### config.mk
export PLATFORM = sky130hd
export DESIGN_NAME = pipeline_hazard_ctrl
export DESIGN_NICKNAME = d
export VERILOG_FILES = /design/src/rtl/pipeline_hazard_ctrl.sv
export SDC_FILE = /design/constraint.sdc
export NUM_CORES = 1
export LEC_CHECK = 0
export ABC_CLOCK_PERIOD_IN_PS = 4520
export CORE_UTILIZATION = 40
export DETAILED_ROUTE_END_ITERATION = 7
export HOLD_SLACK_MARGIN = 0.02
export PLACE_DENSITY = 0.66
export REMOVE_ABC_BUFFERS = 1
export SYNTH_ARGS = -nofsm -noshare
export SYNTH_HDL_FRONTEND = slang
export SYNTH_SLANG_ARGS = --single-unit
### constraint.sdc
create_clock -name clk -period 4.52 [get_ports clk]
set_input_delay 1.356 -clock clk [delete_from_list [all_inputs] [get_ports clk]]
set_output_delay 1.356 -clock clk [all_outputs]
set_load 0.02 [all_outputs]
### src/rtl/pipeline_hazard_ctrl.sv
// pipeline_hazard_ctrl
//   Central stall/flush sequencer for the 5-stage RISC-V pipeline.
//   It resolves the following hazards by fixed priority each cycle:
//     halt request > memory wait > taken branch > load-use
//   From that decision it drives the register load enables and the bubble
//   (flush) controls. It also keeps saturating stall/flush performance
//   counters and a sticky halt / memory-timeout status.
//
// Parameters
//   MEM_TIMEOUT   consecutive memory-wait cycles before a timeout fault (2..65535)
//
// Ports
//   clk, rst_n                 pipeline clock (rising edge), async active-low reset
//   id_rs1, id_rs2             ID-stage source register indices
//   id_uses_rs1, id_uses_rs2   ID instruction really reads that source
//   ex_rd, ex_mem_read         EX-stage destination index / EX instruction is a load
//   ex_branch_taken            branch/jump resolved taken in EX this cycle
//   mem_req, mem_ready         data-memory access active / completing this cycle
//   halt_req                   ecall/ebreak reached MEM
//   pc_write .. mem_wb_write   pipeline register load enables
//   if_id_flush, id_ex_flush   load a NOP bubble at the next edge (overrides write)
//   halted, mem_error          frozen in HALT / sticky memory-timeout fault
//   stall_cycles, flush_count  saturating performance counters
module pipeline_hazard_ctrl #(
  parameter int unsigned MEM_TIMEOUT = 16
) (
  input  logic        clk,
  input  logic        rst_n,
  input  logic [4:0]  id_rs1,
  input  logic [4:0]  id_rs2,
  input  logic        id_uses_rs1,
  input  logic        id_uses_rs2,
  input  logic [4:0]  ex_rd,
  input  logic        ex_mem_read,
  input  logic        ex_branch_taken,
  input  logic        mem_req,
  input  logic        mem_ready,
  input  logic        halt_req,
  output logic        pc_write,
  output logic        if_id_write,
  output logic        id_ex_write,
  output logic        ex_mem_write,
  output logic        mem_wb_write,
  output logic        if_id_flush,
  output logic        id_ex_flush,
  output logic        halted,
  output logic        mem_error,
  output logic [15:0] stall_cycles,
  output logic [15:0] flush_count
);

  typedef enum logic [1:0] {
    RUN  = 2'd0,
    WAIT = 2'd1,
    HALT = 2'd2
  } state_t;

  // Per-cycle decision. FROZEN covers both a WAIT cycle still waiting on
  // memory and the HALT state.
  typedef enum logic [2:0] {
    ACT_NORMAL    = 3'd0,
    ACT_LOAD_USE  = 3'd1,
    ACT_BRANCH    = 3'd2,
    ACT_MEM_STALL = 3'd3,
    ACT_HALT      = 3'd4,
    ACT_FROZEN    = 3'd5
  } action_t;

  // wait_cnt already counts the cycle that entered WAIT, so the timeout
  // fires when it reaches MEM_TIMEOUT-1 in a still-waiting WAIT cycle.
  localparam logic [15:0] WAIT_LIMIT = 16'(MEM_TIMEOUT - 1);
  localparam logic [15:0] CNT_MAX    = 16'hFFFF;

  state_t      state;
  action_t     action;
  logic [15:0] wait_cnt;
  logic        load_use;
  logic        mem_stall;

  assign load_use  = ex_mem_read && (ex_rd != 5'd0) &&
                     ((id_uses_rs1 && (ex_rd == id_rs1)) ||
                      (id_uses_rs2 && (ex_rd == id_rs2)));
  assign mem_stall = mem_req && !mem_ready;

  // Priority resolution. Once memory completes in WAIT, the mem_stall entry
  // cannot apply (mem_ready is high), so the remaining order is the same as in RUN.
  always_comb begin
    action = ACT_FROZEN;
    case (state)
      RUN: begin
        if (halt_req)             action = ACT_HALT;
        else if (mem_stall)       action = ACT_MEM_STALL;
        else if (ex_branch_taken) action = ACT_BRANCH;
        else if (load_use)        action = ACT_LOAD_USE;
        else                      action = ACT_NORMAL;
      end
      WAIT: begin
        if (!mem_ready)           action = ACT_FROZEN;
        else if (halt_req)        action = ACT_HALT;
        else if (ex_branch_taken) action = ACT_BRANCH;
        else if (load_use)        action = ACT_LOAD_USE;
        else                      action = ACT_NORMAL;
      end
      default:                    action = ACT_FROZEN;
    endcase
  end

  // Mealy control outputs. While in reset every stage is held and the two
  // front registers are bubbled, so the pipeline restarts clean.
  always_comb begin
    pc_write     = 1'b0;
    if_id_write  = 1'b0;
    id_ex_write  = 1'b0;
    ex_mem_write = 1'b0;
    mem_wb_write = 1'b0;
    if_id_flush  = 1'b0;
    id_ex_flush  = 1'b0;
    if (!rst_n) begin
      if_id_flush = 1'b1;
      id_ex_flush = 1'b1;
    end else begin
      case (action)
        ACT_NORMAL: begin
          pc_write     = 1'b1;
          if_id_write  = 1'b1;
          id_ex_write  = 1'b1;
          ex_mem_write = 1'b1;
          mem_wb_write = 1'b1;
        end
        ACT_BRANCH: begin
          pc_write     = 1'b1;
          if_id_write  = 1'b1;
          id_ex_write  = 1'b1;
          ex_mem_write = 1'b1;
          mem_wb_write = 1'b1;
          if_id_flush  = 1'b1;
          id_ex_flush  = 1'b1;
        end
        // Hold PC and IF/ID, push a bubble into EX, let older stages drain.
        ACT_LOAD_USE: begin
          id_ex_write  = 1'b1;
          ex_mem_write = 1'b1;
          mem_wb_write = 1'b1;
          id_ex_flush  = 1'b1;
        end
        default: begin
        end
      endcase
    end
  end

  // Sequencer state, wait timer, sticky status and performance counters.
  always_ff @(posedge clk or negedge rst_n) begin
    if (!rst_n) begin
      state        <= RUN;
      wait_cnt     <= 16'd0;
      halted       <= 1'b0;
      mem_error    <= 1'b0;
      stall_cycles <= 16'd0;
      flush_count  <= 16'd0;
    end else begin
      case (state)
        RUN: begin
          if (action == ACT_HALT) begin
            state  <= HALT;
            halted <= 1'b1;
          end else if (action == ACT_MEM_STALL) begin
            state    <= WAIT;
            wait_cnt <= 16'd1;
          end
        end
        WAIT: begin
          if (!mem_ready) begin
            if (wait_cnt == WAIT_LIMIT) begin
              state     <= HALT;
              halted    <= 1'b1;
              mem_error <= 1'b1;
              wait_cnt  <= 16'd0;
            end else begin
              wait_cnt <= wait_cnt + 16'd1;
            end
          end else begin
            wait_cnt <= 16'd0;
            if (action == ACT_HALT) begin
              state  <= HALT;
              halted <= 1'b1;
            end else begin
              state <= RUN;
            end
          end
        end
        HALT: begin
        end
        default: begin
          state  <= HALT;
          halted <= 1'b1;
        end
      endcase

      if ((state != HALT) && !pc_write && (stall_cycles != CNT_MAX))
        stall_cycles <= stall_cycles + 16'd1;

      if ((action == ACT_BRANCH) && (flush_count != CNT_MAX))
        flush_count <= flush_count + 16'd1;
    end
  end

endmodule

==> impl_metrics.env <==
export IMPL_outcome="completed"
export IMPL_place_inst=457
export IMPL_root_buffer="clkbuf_8"
export IMPL_p_per_area_mw_per_mm2=209
export IMPL_r2r_start="flush_count[2]"
export IMPL_drc=0
export IMPL_hold_start="halted"
export IMPL_skew_ns=0.0117
export IMPL_pwr_share_clk_pct=32.1
export IMPL_mostFrequentLayoutCell="dfrtp_1"
export IMPL_core_area_mm2=0.00698
export IMPL_endpoint="if_id_flush"
export IMPL_num_antenna_cells=0
export IMPL_gr_total_overflow=0
export IMPL_synth_cell_types=54
export IMPL_synth_top_area_cell="dfrtp_1"
export IMPL_cts_sinks=52
export IMPL_die_area_mm2=0.00774
export IMPL_dieWidth_um=88.0
export IMPL_synth_area_mm2=0.00296
export IMPL_cp_slowest_stage_delay_ns=0.56
export IMPL_reg2reg_slack_ns=1.71
export IMPL_swShare_pct=24.6
export IMPL_power_share_sequential_pct=58.2
export IMPL_area_growth_pct=34.0
export IMPL_synth_top_area_share_pct=44.0
export IMPL_worst_setup_path_start_kind="input port"
export IMPL_fmax_mhz=225
export IMPL_place_congestion=0.823
export IMPL_worstMarginPinSlew_ns=1.23
export IMPL_cts_hold_buf=0
export IMPL_layout_common_cells="dfrtp_1 (52), clkdlybuf4s50_1 (40), xnor2_1 (26)"
export IMPL_num_vias=2453
export IMPL_use_met1_pct=25.4
export IMPL_drv_cap=0
export IMPL_fin_nets=397
export IMPL_async_flop_share_pct=100
export IMPL_wl_per_cell_um=14.5
export IMPL_cts_tree="yes"
export IMPL_fp_row_count=30
export IMPL_end_kind="output port"
export IMPL_synth_cells=288
export IMPL_finalPower_uw=826
export IMPL_crit_type="input port to output port"
export IMPL_io_pins=65
export IMPL_dpl_worst_slack_ns=-0.694
export IMPL_p_int_uw=623
export IMPL_timing_final_ws_setup_ns=0.0666
export IMPL_chipHeight_um=88.0
export IMPL_synth_yosys_seq_area_share_pct=44.0
export IMPL_synth_edff_count=0
export IMPL_post_dp_hpwl_um=4890
export IMPL_hold_viol_final=0
export IMPL_grt_use_total_pct=18.4
export IMPL_fin_cells=467
export IMPL_numPortBuffers=64
export IMPL_grt_max_degree=37
export IMPL_use_met2_pct=30.1
export IMPL_ant_nets=0
export IMPL_cp_depth=9
export IMPL_initial_utilization_pct=42.3
export IMPL_antenna_found_initial=0
export IMPL_worst_path_most_repeated_cell="buf_6"
export IMPL_clockBufferDepth=2
export IMPL_min_path_type="flip-flop to flip-flop"
export IMPL_drt_iter0_drc=103
export IMPL_synth_warning_count=0
export IMPL_synthTopCellsByArea="dfrtp_1 (44%), xnor2_1 (8.0%), xor2_1 (5.9%)"
export IMPL_routed_wl_um=6790
export IMPL_critical_path_cell_chain="clkdlybuf4s15_1 > or4_4 > o211ai_4 > o21bai_4 > buf_6 > buf_4 > or2b_1 > nand2_1 > buf_6"
export IMPL_clk_latency_ns=0.30
export IMPL_ys_ff_latch=52
export IMPL_p_leak_nw=1.75
export IMPL_clkTransAtPathRegs_ns=0.10
export IMPL_routed_via_density=5.25
export IMPL_cp_startpoint="ex_rd[1]"
export IMPL_switchingPower_uw=204
export IMPL_setup_tns_ns=0
export IMPL_drv_slew=0
export IMPL_grt_met3_usage_pct=3.68
export IMPL_cp_top_family="simple AND/OR/NAND/NOR gates"
export IMPL_fin_crit_ns=4.45
export IMPL_post_route_period_util_pct=98.5
export IMPL_grt_pass1_wl_um=11000
export IMPL_p_comb_share_pct=9.7
export IMPL_cts_max_level=2
export IMPL_setup_viol=0
export IMPL_ir_drop_mv=0.185
export IMPL_relSlewSlack_pct=17.5
export IMPL_arrival_ns=3.10
export IMPL_drive_gt1_share_pct=16.7
export IMPL_path_buf_inv=4
export IMPL_worstPathRequired_ns=3.16
export IMPL_rr_worst_depth=6
export IMPL_ys_flop_type="dfrtp_1"
export IMPL_cp_slowest_cell="or4_4"
export IMPL_worst_r2r_endpoint="flush_count[1]"
export IMPL_worst_path_max_fanout=2
export IMPL_cts_made_buffers=5
export IMPL_grt_pass1_vias=2315
export IMPL_dr_pass1_iters=4
export IMPL_busiest_layer="met2"
export IMPL_post_synth_cell_area_avg_um2=10.3
## state kept, by name (all words and copies together), names as in the netlist
signal        cells
flush_count      16
wait_cnt         16
halted            1
stall_cycles     16
state             2
mem_error         1
## how the worst min path moves through the flow
stage	to	depth (start not counted)
floorplan	wait_cnt[2]	1
global placement	halted	1
detailed placement	halted	1
CTS	flush_count[9]	1
global route	halted	1
finish	halted	1
## cell type report
class	count	area (µm²)
clock buffer	6	72.6
clock inverter	2	16.3
fill	616	3020
inverter	8	30.0
multi-input combinational	219	1610
sequential	52	1300
tap	96	120
timing repair buffer	84	807
## cells in the mapped netlist (4+ instances only)
library cell / instances
o21ai_0: 9
nand4_1: 6
and4_1: 7
and3_1: 5
nor3_2: 5
a21oi_1: 9
xor2_1: 20
nor3_1: 5
nand2_1: 19
nand3_1: 25
inv_1: 8
xnor2_1: 27
nor4_2: 7
or4_1: 4
nor2_1: 18
or3_1: 6
dfrtp_1: 52
nor4_1: 5
## cells by family after synthesis
logic type / Yosys count / share of synthesized area [%]
fa+ha+maj: 3 / 1.27
simple gates: 131 / 27.1
flops: 52 / 44.0
compound gates: 36 / 9.53
buf+inv: 17 / 3.39
xor+xnor: 47 / 13.9
mux: 2 / 0.762
## timing repair
item / CTS / global route
buffers inserted: 1 / 1
setup endpoints to repair: 7 / 4
resized for setup: 26 / 23
pin swaps: 7 / 11
## power by group through the flow
| stage | clock network (mW) | registers [mW] | logic (mW) |
|---|---|---|---|
| floorplan | 0 | 0.490 | 0.0249 |
| global placement | 0 | 0.490 | 0.0758 |
| detailed placement | 0 | 0.490 | 0.0774 |
| CTS | 0.280 | 0.481 | 0.0787 |
| global route | 0.295 | 0.483 | 0.0885 |
| finish | 0.265 | 0.481 | 0.0802 |
## per-stage QoR
stage	utilization [%]	cell area, µm²	hold WS (ns)
finish	56.7	3960	0.487
global placement	54.1	3780	0.468
floorplan	-	2890	0.485
global route	56.7	3960	0.508
CTS	55.8	3890	0.494
detailed placement	54.1	3780	0.466
## layer usage
layer	up-vias	part of all wire, %
met1	1195	47
li1	1191	-
met2	65	48
met5	-	0
met3	2	5.5
met4	0	0.21
(Power assumes the default switching activity.)
